`config.mk`:
```
export PLATFORM = sky130hd
export DESIGN_NAME = mips_cpu_dmem_ctrl
export DESIGN_NICKNAME = d
export VERILOG_FILES = /design/src/rtl/mips_cpu_dmem_ctrl.sv
export SDC_FILE = /design/constraint.sdc
export NUM_CORES = 1
export LEC_CHECK = 0
export ABC_AREA = 0
export BUFFER_PORTS_ARGS = -buffer_cell sky130_fd_sc_hd__buf_2
export CORE_MARGIN = 3
export CORE_UTILIZATION = 48
export DETAILED_ROUTE_END_ITERATION = 12
export HOLD_SLACK_MARGIN = 0.08
export PLACE_DENSITY_LB_ADDON = 0.25
export SLEW_MARGIN = 25
export SYNTH_ARGS = -nofsm -noshare
export SYNTH_HDL_FRONTEND = slang
export SYNTH_SLANG_ARGS = --single-unit
```
`constraint.sdc`:
```
create_clock -name clk -period 1.6 [get_ports clk]
set_input_delay 0.16 -clock clk [delete_from_list [all_inputs] [get_ports clk]]
set_output_delay 0.16 -clock clk [all_outputs]
set_load 0.03 [all_outputs]
```
`src/rtl/mips_cpu_dmem_ctrl.sv`:
```
// rtl/mips_cpu_dmem_ctrl.sv - MIPS data-memory controller: one Avalon-MM transfer per load/store
// Define MIPS_CPU_DMEM_MISALIGN_TRAP_EN to trap misaligned halfword/word accesses.
module mips_cpu_dmem_ctrl (
  input  logic        clk,
  input  logic        reset,
  input  logic        req_read,
  input  logic        req_write,
  input  logic [31:0] req_addr,
  input  logic [31:0] req_wdata,
  input  logic [1:0]  size,
  output logic        stall,
  output logic        done,
  output logic [31:0] rdata,
  output logic [1:0]  offset,
  output logic        err,
  output logic [31:0] avm_address,
  output logic        avm_read,
  output logic        avm_write,
  output logic [3:0]  avm_byteenable,
  output logic [31:0] avm_writedata,
  input  logic [31:0] avm_readdata,
  input  logic        avm_waitrequest
);

  typedef enum logic [1:0] {IDLE, BUS, DONE} state_t;

  state_t      state;
  logic        shift_q;
  logic        req_any;
  logic        misalign;
  logic [3:0]  be_next;
  logic [31:0] wd_next;
  logic [31:0] rd_aligned;

  assign req_any = req_read | req_write;

`ifdef MIPS_CPU_DMEM_MISALIGN_TRAP_EN
  assign misalign = ((size == 2'b01) && req_addr[0]) ||
                    ((size == 2'b10) && (req_addr[1:0] != 2'b00));
`else
  assign misalign = 1'b0;
`endif

  assign stall = ((state == IDLE) && req_any) || (state == BUS);

  // Store lanes are computed from the live request so they can be registered at capture.
  always_comb begin
    be_next = 4'b1111;
    wd_next = req_wdata;
    case (size)
      2'b00: begin
        be_next = 4'b0001 << req_addr[1:0];
        wd_next = {4{req_wdata[7:0]}};
      end
      2'b01: begin
        be_next = req_addr[1] ? 4'b1100 : 4'b0011;
        wd_next = {2{req_wdata[15:0]}};
      end
      default: begin
        be_next = 4'b1111;
        wd_next = req_wdata;
      end
    endcase
  end

  assign rd_aligned = shift_q ? (avm_readdata >> {offset, 3'b000}) : avm_readdata;

  always_ff @(posedge clk) begin
    if (reset) begin
      state          <= IDLE;
      shift_q        <= 1'b0;
      done           <= 1'b0;
      err            <= 1'b0;
      rdata          <= 32'd0;
      offset         <= 2'd0;
      avm_address    <= 32'd0;
      avm_read       <= 1'b0;
      avm_write      <= 1'b0;
      avm_byteenable <= 4'd0;
      avm_writedata  <= 32'd0;
    end else begin
      case (state)
        IDLE: begin
          if (req_any) begin
            avm_address <= {req_addr[31:2], 2'b00};
            offset      <= req_addr[1:0];
            shift_q     <= ~size[1];
            if (misalign) begin
              // Trapped access skips the bus entirely and reports straight away.
              state <= DONE;
              done  <= 1'b1;
              err   <= 1'b1;
            end else begin
              state          <= BUS;
              avm_write      <= req_write;
              avm_read       <= ~req_write;
              avm_byteenable <= req_write ? be_next : 4'b1111;
              avm_writedata  <= wd_next;
            end
          end
        end
        BUS: begin
          if (!avm_waitrequest) begin
            if (avm_read) rdata <= rd_aligned;
            avm_read  <= 1'b0;
            avm_write <= 1'b0;
            done      <= 1'b1;
            state     <= DONE;
          end
        end
        DONE: begin
          done  <= 1'b0;
          err   <= 1'b0;
          state <= IDLE;
        end
        default: state <= IDLE;
      endcase
    end
  end

endmodule

```
==> impl_results.md, run 1 <==
- Grt peak-use layer: met2
- Initial antenna violation count: 0
- Yosys reg bits: around 110
- Die area: approximately 12000 um2
- Number of library cell types mapped by synthesis: 42
- First DRT Iteration DRCs: between 400 and 500
- Post-route clock period utilization: 94.69%
- Io pins: 210
- Peak Freq: 660.0 MHz
- Initial Utilization: 50.40%
- Gr ovfl total: 0
- Ys flop type: dfxtp_1
- Crit Path Class: reg -> out
- First-pass GRT wire length: around 26 mm
- Clk buf depth: 2
- Worst-path clk slew: 0.11 ns
- TritonCTS clock tree: yes
- Crit path time final: 1.515 ns
- Register area share after synthesis: 42.29%
- # Max-Cap Violations: 0
- Via density: 5.861
- YS warnings: 0
- DR vias: 5597
- GRT Util Overall: 27.54%
- Asr flop ratio synth: 0%
- Post-synth EDFFs: 0
- DR pass1 iterations: 5
- Setup TNS: 0 ns
- CP Launch Type: flip-flop
- Buffers on Ports: 206
- Worst endpoint required time: roughly 1.4 ns
- Met1 Track Usage GR: 36.17%
- Fillers: 818
- H-tree levels: 3
- TritonCTS Buffers: 9
- Clock Skew: 0.01207 ns
- Hold WS: 0.09181 ns
- Arr. time, crit path: 1.36 ns
- DP HPWL: 11.34 mm
- Vias in the first global route: 5037
- Clk sinks: 106
- Row count: 36
- Pwr/cell area: between 900 and 1000 nW/um2
- Synthesized instance count: 601
- Post-Place Cells: 900
- Mapped cell area: roughly 5000 um2
- Slew Viols, Final: 0
- Root Buffer: clkbuf_8
- Detail Route Antenna Nets: 0
- # diodes: 0
- Ratio of cells with drive above 1 in the final layout: 32.12%
- CP endpoint kind: output pin
- Max_slew headroom: 63.47%
- LEAKAGE: 0.003025 uW
- Status: completed
- Average wire per standard cell: ~17 um
- Met3 Use GR: 6.448%
- Core ar.: 9955 um2
- Final GP Congestion: a little over 0.9
- Clock Latency Late Sink: 0.38 ns
- Die X-Extent: between 100 and 150 um
- CP Max Fanout: 17
- Hold Vio Cnt, Final: 0
- Final setup violation count: 0
- Largest net degree at the start of global routing: 41
- Worst-margin pin slew: 0.5474 ns
- Area grow syn2layout: 34.69%
- DRC Markers: 0
- Post-Syn Area per Cell: 8.348 um2
- Die Height: 108.2 um
- Global Route met2 Usage: 43.16%
- Worst VDD drop: 500.7 uV
- Non-filler cells, final: between 900 and 1000
- Drt total wl: roughly 17 mm
- Final #Nets: 920
- Fin util: 67.89%
- Worst hold-check path type: in -> reg
- Unrepaired setup endpoints after global routing: false
## stage by stage
| stage | total power (uW) | instance area [um2] | worst slack (ns) |
|---|---|---|---|
| after floorplan | 4039 | 5025 | 0.1283 |
| after global placement | 4546 | 6140 | 0.2560 |
| after detailed placement | 4586 | 6140 | 0.1681 |
| after CTS | 6472 | 6745 | 0.08509 |
| after global routing | 6782 | 6758 | 0.003732 |
| final | 6508 | 6758 | 0.08494 |
## cells by family after synthesis
logic type             Yosys count  share of synthesized area, %
DFF                            106                         42.29
and+or+nand+nor                170                         18.58
other                            1                       0.07474
AOI/OAI and AO/OA              237                         28.43
muxes                           16                         3.392
buffers and inverters           71                         7.232
## power breakdown
group / internal, uW / total (uW) / switching, uW
sequential: 2830 / 2930 / 105
combinational: 621 / 1710 / 1080
clock: 928 / 1870 / 944
## cells in the final DEF (no fill, tap or decap), types with 3 or more instances in the layout
cell type      synthesis  layout
o21ai_0               52      52
o21ai_1                8       8
o22ai_1                8       8
buf_4                  6      23
dlygate4sd3_1          0      39
conb_1                 1       3
and3b_1                9       9
a21oi_1               89      89
mux2_2                 8       8
a311oi_1               8       8
a221oi_1               8       8
dfxtp_1              106     106
clkbuf_8               0      10
nor2_1                20      20
nand2b_1              24      24
nand3b_1              10      10
nand2_1               28      28
nand3_1               64      64
o2111ai_1              8       8
buf_12                 0       5
mux2i_1                8       8
buf_2                 23     205
a21o_1                16      16
nor2_4                 2       3
a211oi_1              27      27
o31ai_1                8       8
## worst max-delay path, cell delays in order (launching register included)
cell and delay (ns):
dfxtp_1 0.50, buf_4 0.27, buf_2 0.22
## metal layers
metal  vias up  part of all wire (%)
met2       318                    46
met3        44                   9.8
li1       2626                     -
met5         -                     0
met4         0                   2.9
met1      2609                    41
## sequential cells by signal, indices dropped and copies added, names as in the netlist
name / count
avm_address: 30
done: 1
avm_read: 1
state: 2
offset: 2
avm_byteenable: 4
avm_write: 1
shift_q: 1
rdata: 32
avm_writedata: 32
## cell usage after synthesis, types with 9 or more instances
library cell,number,area [um2]
nand2_1,28,105.1
a21o_1,16,120.1
clkbuf_1,31,116.4
o21ai_0,52,260.3
a21oi_1,89,445.4
and3b_1,9,78.83
nand3_1,64,320.3
buf_2,23,115.1
a211oi_1,27,202.7
nand2b_1,24,150.1
dfxtp_1,106,2122
nand3b_1,10,75.07
nor2_1,20,75.07
## final timing paths
| check | start | to | slack (ns) | cells after the start |
|---|---|---|---|---|
| worst min register to register | rdata[29]$_SDFFE_PP0P_ | rdata[29]$_SDFFE_PP0P_ | 0.46 | 2 |
| worst max register to register | shift_q$_SDFFE_PP0P_ | rdata[7]$_SDFFE_PP0P_ | 0.14 | 4 |
| worst max-delay path | offset[0]$_SDFFE_PP0P_ | offset[0] | 0.08 | 2 |
| worst min-delay path | avm_readdata[28] | rdata[28]$_SDFFE_PP0P_ | 0.09 | 3 |
## what timing repair did
| action | CTS | global route |
|---|---|---|
| resized for setup | 0 | 1 |
| setup buffers | 0 | 0 |
| setup endpoints to repair | 0 | 2 |
| hold buffers | 38 | 1 |
| endpoints found under the hold margin | 38 | 1 |
## final cells by class
class	count	area, um2	share of cell area, %
Multi-Input combinational cell	426	2547	37.70
Sequential cell	106	2122	31.40
Timing Repair Buffer	272	1689	25.00
Tap cell	133	166.4	2.463
Clock buffer	10	137.6	2.037
Clock inverter	6	87.58	1.296
Inverter	2	7.507	0.1111
No activity file was read; power rests on OpenSTA's default activity.
==> run 2: changes to the inputs <==
CORE_MARGIN = 1.5   (was 3)
GPL_TIMING_DRIVEN = 0   (was default)
==> run 2 against run 1 <==
Against the previous run:
- clock skew shrank 0.0040 ns
- non-clock buffer count rose by 37
- final cell count increased by 4.1%
- core utilization fell by 1.7 points
- worst hold slack lost 0.0059 ns
- via count increased by 2.4%
- count of clock-buffer cells in the layout is 1 lower
- sequential power about the same
- first-iteration DRC count fell by 8.3%
- die area is 5.5% lower
==> impl_results.md, run 2 (synthesis results as in run 1) <==
- First-pass GRT wire length: 26.97 mm (was 25.64 mm)
- Row count: 37 (was 36)
- Non-filler cells, final: 994 (was 955)
- Drt total wl: 17.31 mm (was 16.69 mm)
- Peak Freq: 659.8 MHz (was 660.0 MHz)
- DR vias: 5732 (was 5597)
- Hold Path Stages: 3 (unchanged)
- GRT Util Overall: 30.20% (was 27.54%)
- Gr ovfl total: 0 (unchanged)
- Initial Utilization: 49.04% (was 50.40%)
- Final setup violation count: 0 (unchanged)
- Pre-CTS setup slack: -0.1101 ns (was 0.1681 ns)
- Gate power share: 27.8% (was 26.2%)
- Worst-path clk slew: 0.10 ns (was 0.11 ns)
- Pwr Total: 6213 uW (was 6508 uW)
- DR pass1 iterations: 7 (was 5)
- Die area: 11080 um2 (was 11720 um2)
- Hold Vio Cnt, Final: 0 (unchanged)
- Die X-Extent: 105.2 um (was 108.2 um)
- # Max-Cap Violations: 0 (unchanged)
- Final #Nets: 957 (was 920)
- Clock power frac: 25.0% (was 28.8%)
- Vias in the first global route: 5417 (was 5037)
- Post-Place Cells: 943 (was 900)
- Most frequent cells in the layout: buf_2, dfxtp_1, a21oi_1 (unchanged)
- Largest net degree at the start of global routing: 19 (was 41)
- Slew Viols, Final: 0 (unchanged)
- Internal power: 4017 uW (was 4375 uW)
- Switching Share: 35.35% (was 32.78%)
- Detail Route Antenna Nets: 0 (unchanged)
- Via density: 5.767 (was 5.861)
- Post-route clock period utilization: 94.72% (was 94.69%)
- Hold path startpoint: req_write (was avm_readdata[28])
- Ratio of cells with drive above 1 in the final layout: 31.93% (was 32.12%)
- Most common cell after layout, fill and taps aside: buf_2 (unchanged)
- Crit path time final: 1.516 ns (was 1.515 ns)
- First DRT Iteration DRCs: 374 (was 408)
- CP endpoint kind: flip-flop (was output pin)
- Reg-to-Reg Start: state[0]$_SDFFE_PP0P_ (was shift_q$_SDFFE_PP0P_)
- Root Buffer: clkbuf_8 (unchanged)
- Average wire per standard cell: 17.41 um (was 17.47 um)
- # diodes: 0 (unchanged)
- FF-to-FF End: avm_address[18]$_SDFFE_PP0P_ (was rdata[7]$_SDFFE_PP0P_)
- Clock Skew: 0.008063 ns (was 0.01207 ns)
- Unrepaired setup endpoints after global routing: false (unchanged)
- Arr. time, crit path: 1.76 ns (was 1.36 ns)
- DRC Markers: 0 (unchanged)
- Clk sinks: 106 (unchanged)
- Worst hold-check path type: in -> reg (unchanged)
- Initial antenna violation count: 0 (unchanged)
- Io pins: 210 (unchanged)
- Area grow syn2layout: 34.89% (was 34.69%)
- CP Max Fanout: 10 (was 17)
- Worst VDD drop: 552.5 uV (was 500.7 uV)
- LEAKAGE: 0.003029 uW (was 0.003025 uW)
- CP startpoint: state[0]$_SDFFE_PP0P_ (was offset[0]$_SDFFE_PP0P_)
- Buffers on Ports: 204 (was 206)
- Hold WS: 0.08587 ns (was 0.09181 ns)
- TritonCTS Buffers: 9 (unchanged)
- Sequential Power Share: 47.1% (was 45.0%)
- DP HPWL: 12.48 mm (was 11.34 mm)
- Crit Path Class: reg -> reg (was reg -> out)
- CP Launch Type: flip-flop (unchanged)
- Worst-margin pin slew: 0.5464 ns (was 0.5474 ns)
- TritonCTS clock tree: yes (unchanged)
- Fillers: 880 (was 818)
- Status: completed (unchanged)
- Core ar.: 10230 um2 (was 9955 um2)
- R2r worst-path depth: 6 (was 4)
- Largest regs: avm_writedata x32, rdata x32, avm_address x30 (unchanged)
- Hold EP: avm_write$_SDFFE_PP0P_ (was rdata[28]$_SDFFE_PP0P_)
- Clk buf depth: 2 (unchanged)
- Reg2reg setup slack: 0.08 ns (was 0.14 ns)
- Final GP Congestion: 0.9667 (was 0.9355)
- Max_slew headroom: 63.58% (was 63.47%)
- Worst endpoint required time: 1.84 ns (was 1.44 ns)
- Final worst slack: 0.08450 ns (was 0.08494 ns)
- Pwr/cell area: 918.0 nW/um2 (was 963.0 nW/um2)
- Fin util: 66.15% (was 67.89%)
- H-tree levels: 3 (unchanged)
- Clock Latency Late Sink: 0.37 ns (was 0.38 ns)
- Die Height: 105.2 um (was 108.2 um)
- Switching pwr: 2196 uW (was 2133 uW)
-- run 2: cell types whose count changed in the layout (fill, tap and decap cells not counted), moves of 3 or more --
cell and change:
buf_1 +3, buf_6 +6, dlygate4sd3_1 -3, clkbuf_1 +27, clkbuf_2 +4, buf_4 -17, buf_2 +22, buf_12 -5
-- run 2: worst max-delay path by stage --
stage,to,cells past startpoint,slack [ns]
after floorplan,rdata[10]$_SDFFE_PP0P_,5,0.13
after global placement,avm_byteenable[2]$_SDFFE_PP0P_,4,-0.01
after detailed placement,avm_byteenable[2]$_SDFFE_PP0P_,4,-0.11
after CTS,avm_address[4]$_SDFFE_PP0P_,6,0.07
after global routing,stall,7,0.009
final,avm_address[18]$_SDFFE_PP0P_,6,0.08
-- run 2: worst max-delay path: stages, from the launching register on --
cell	delay, ns
dfxtp_1	0.31
buf_4	0.16
or2_1	0.22
buf_6	0.14
clkbuf_1	0.21
o21ai_0	0.26
a21oi_1	0.10
-- run 2: cell type report --
class | count | area, um2 | share of cell area, %
multi-input combinational | 426 | 2550 | 37.68
timing repair buffer | 240 | 1381 | 20.41
tap | 136 | 170.2 | 2.514
inverter | 2 | 7.507 | 0.1109
clock inverter | 6 | 52.55 | 0.7765
buffer | 69 | 360.3 | 5.324
sequential | 106 | 2122 | 31.36
clock buffer | 9 | 123.9 | 1.830
-- run 2: power by group through the flow --
stage,Sequential (uW),Combinational [uW],Clock [uW]
global route,2950,1850,1670
finish,2930,1730,1560
global placement,2970,1590,0
CTS,2920,1690,1560
floorplan,3330,712,0
detailed placement,2980,1620,0
-- run 2: layer usage --
layer  track usage (%)  part of all wire, %  wire length (um)  up-vias
met1             38.95                   42              7218     2658
met5                 0                    0                 0        -
met3             5.751                  9.4              1634       49
li1                  -                    -                 -     2699
met4             12.04                  2.6               451        0
met2             49.81                   46              8003      326
-- run 2: stage by stage --
step / area (um2) / setup TNS, ns
after floorplan: 5025 / 0
after global placement: 6216 / -0.01091
after detailed placement: 6216 / -0.1101
after global routing: 6768 / 0
after CTS: 6759 / 0
final: 6768 / 0
-- run 2: timing repair --
action	4_1_cts	5_1_grt
buffers inserted	0	0
hold buffers	36	0
resized for setup	1	10
endpoints found under the hold margin	36	0
cloned	0	0
setup endpoints to repair	1	13
pin swaps	0	0
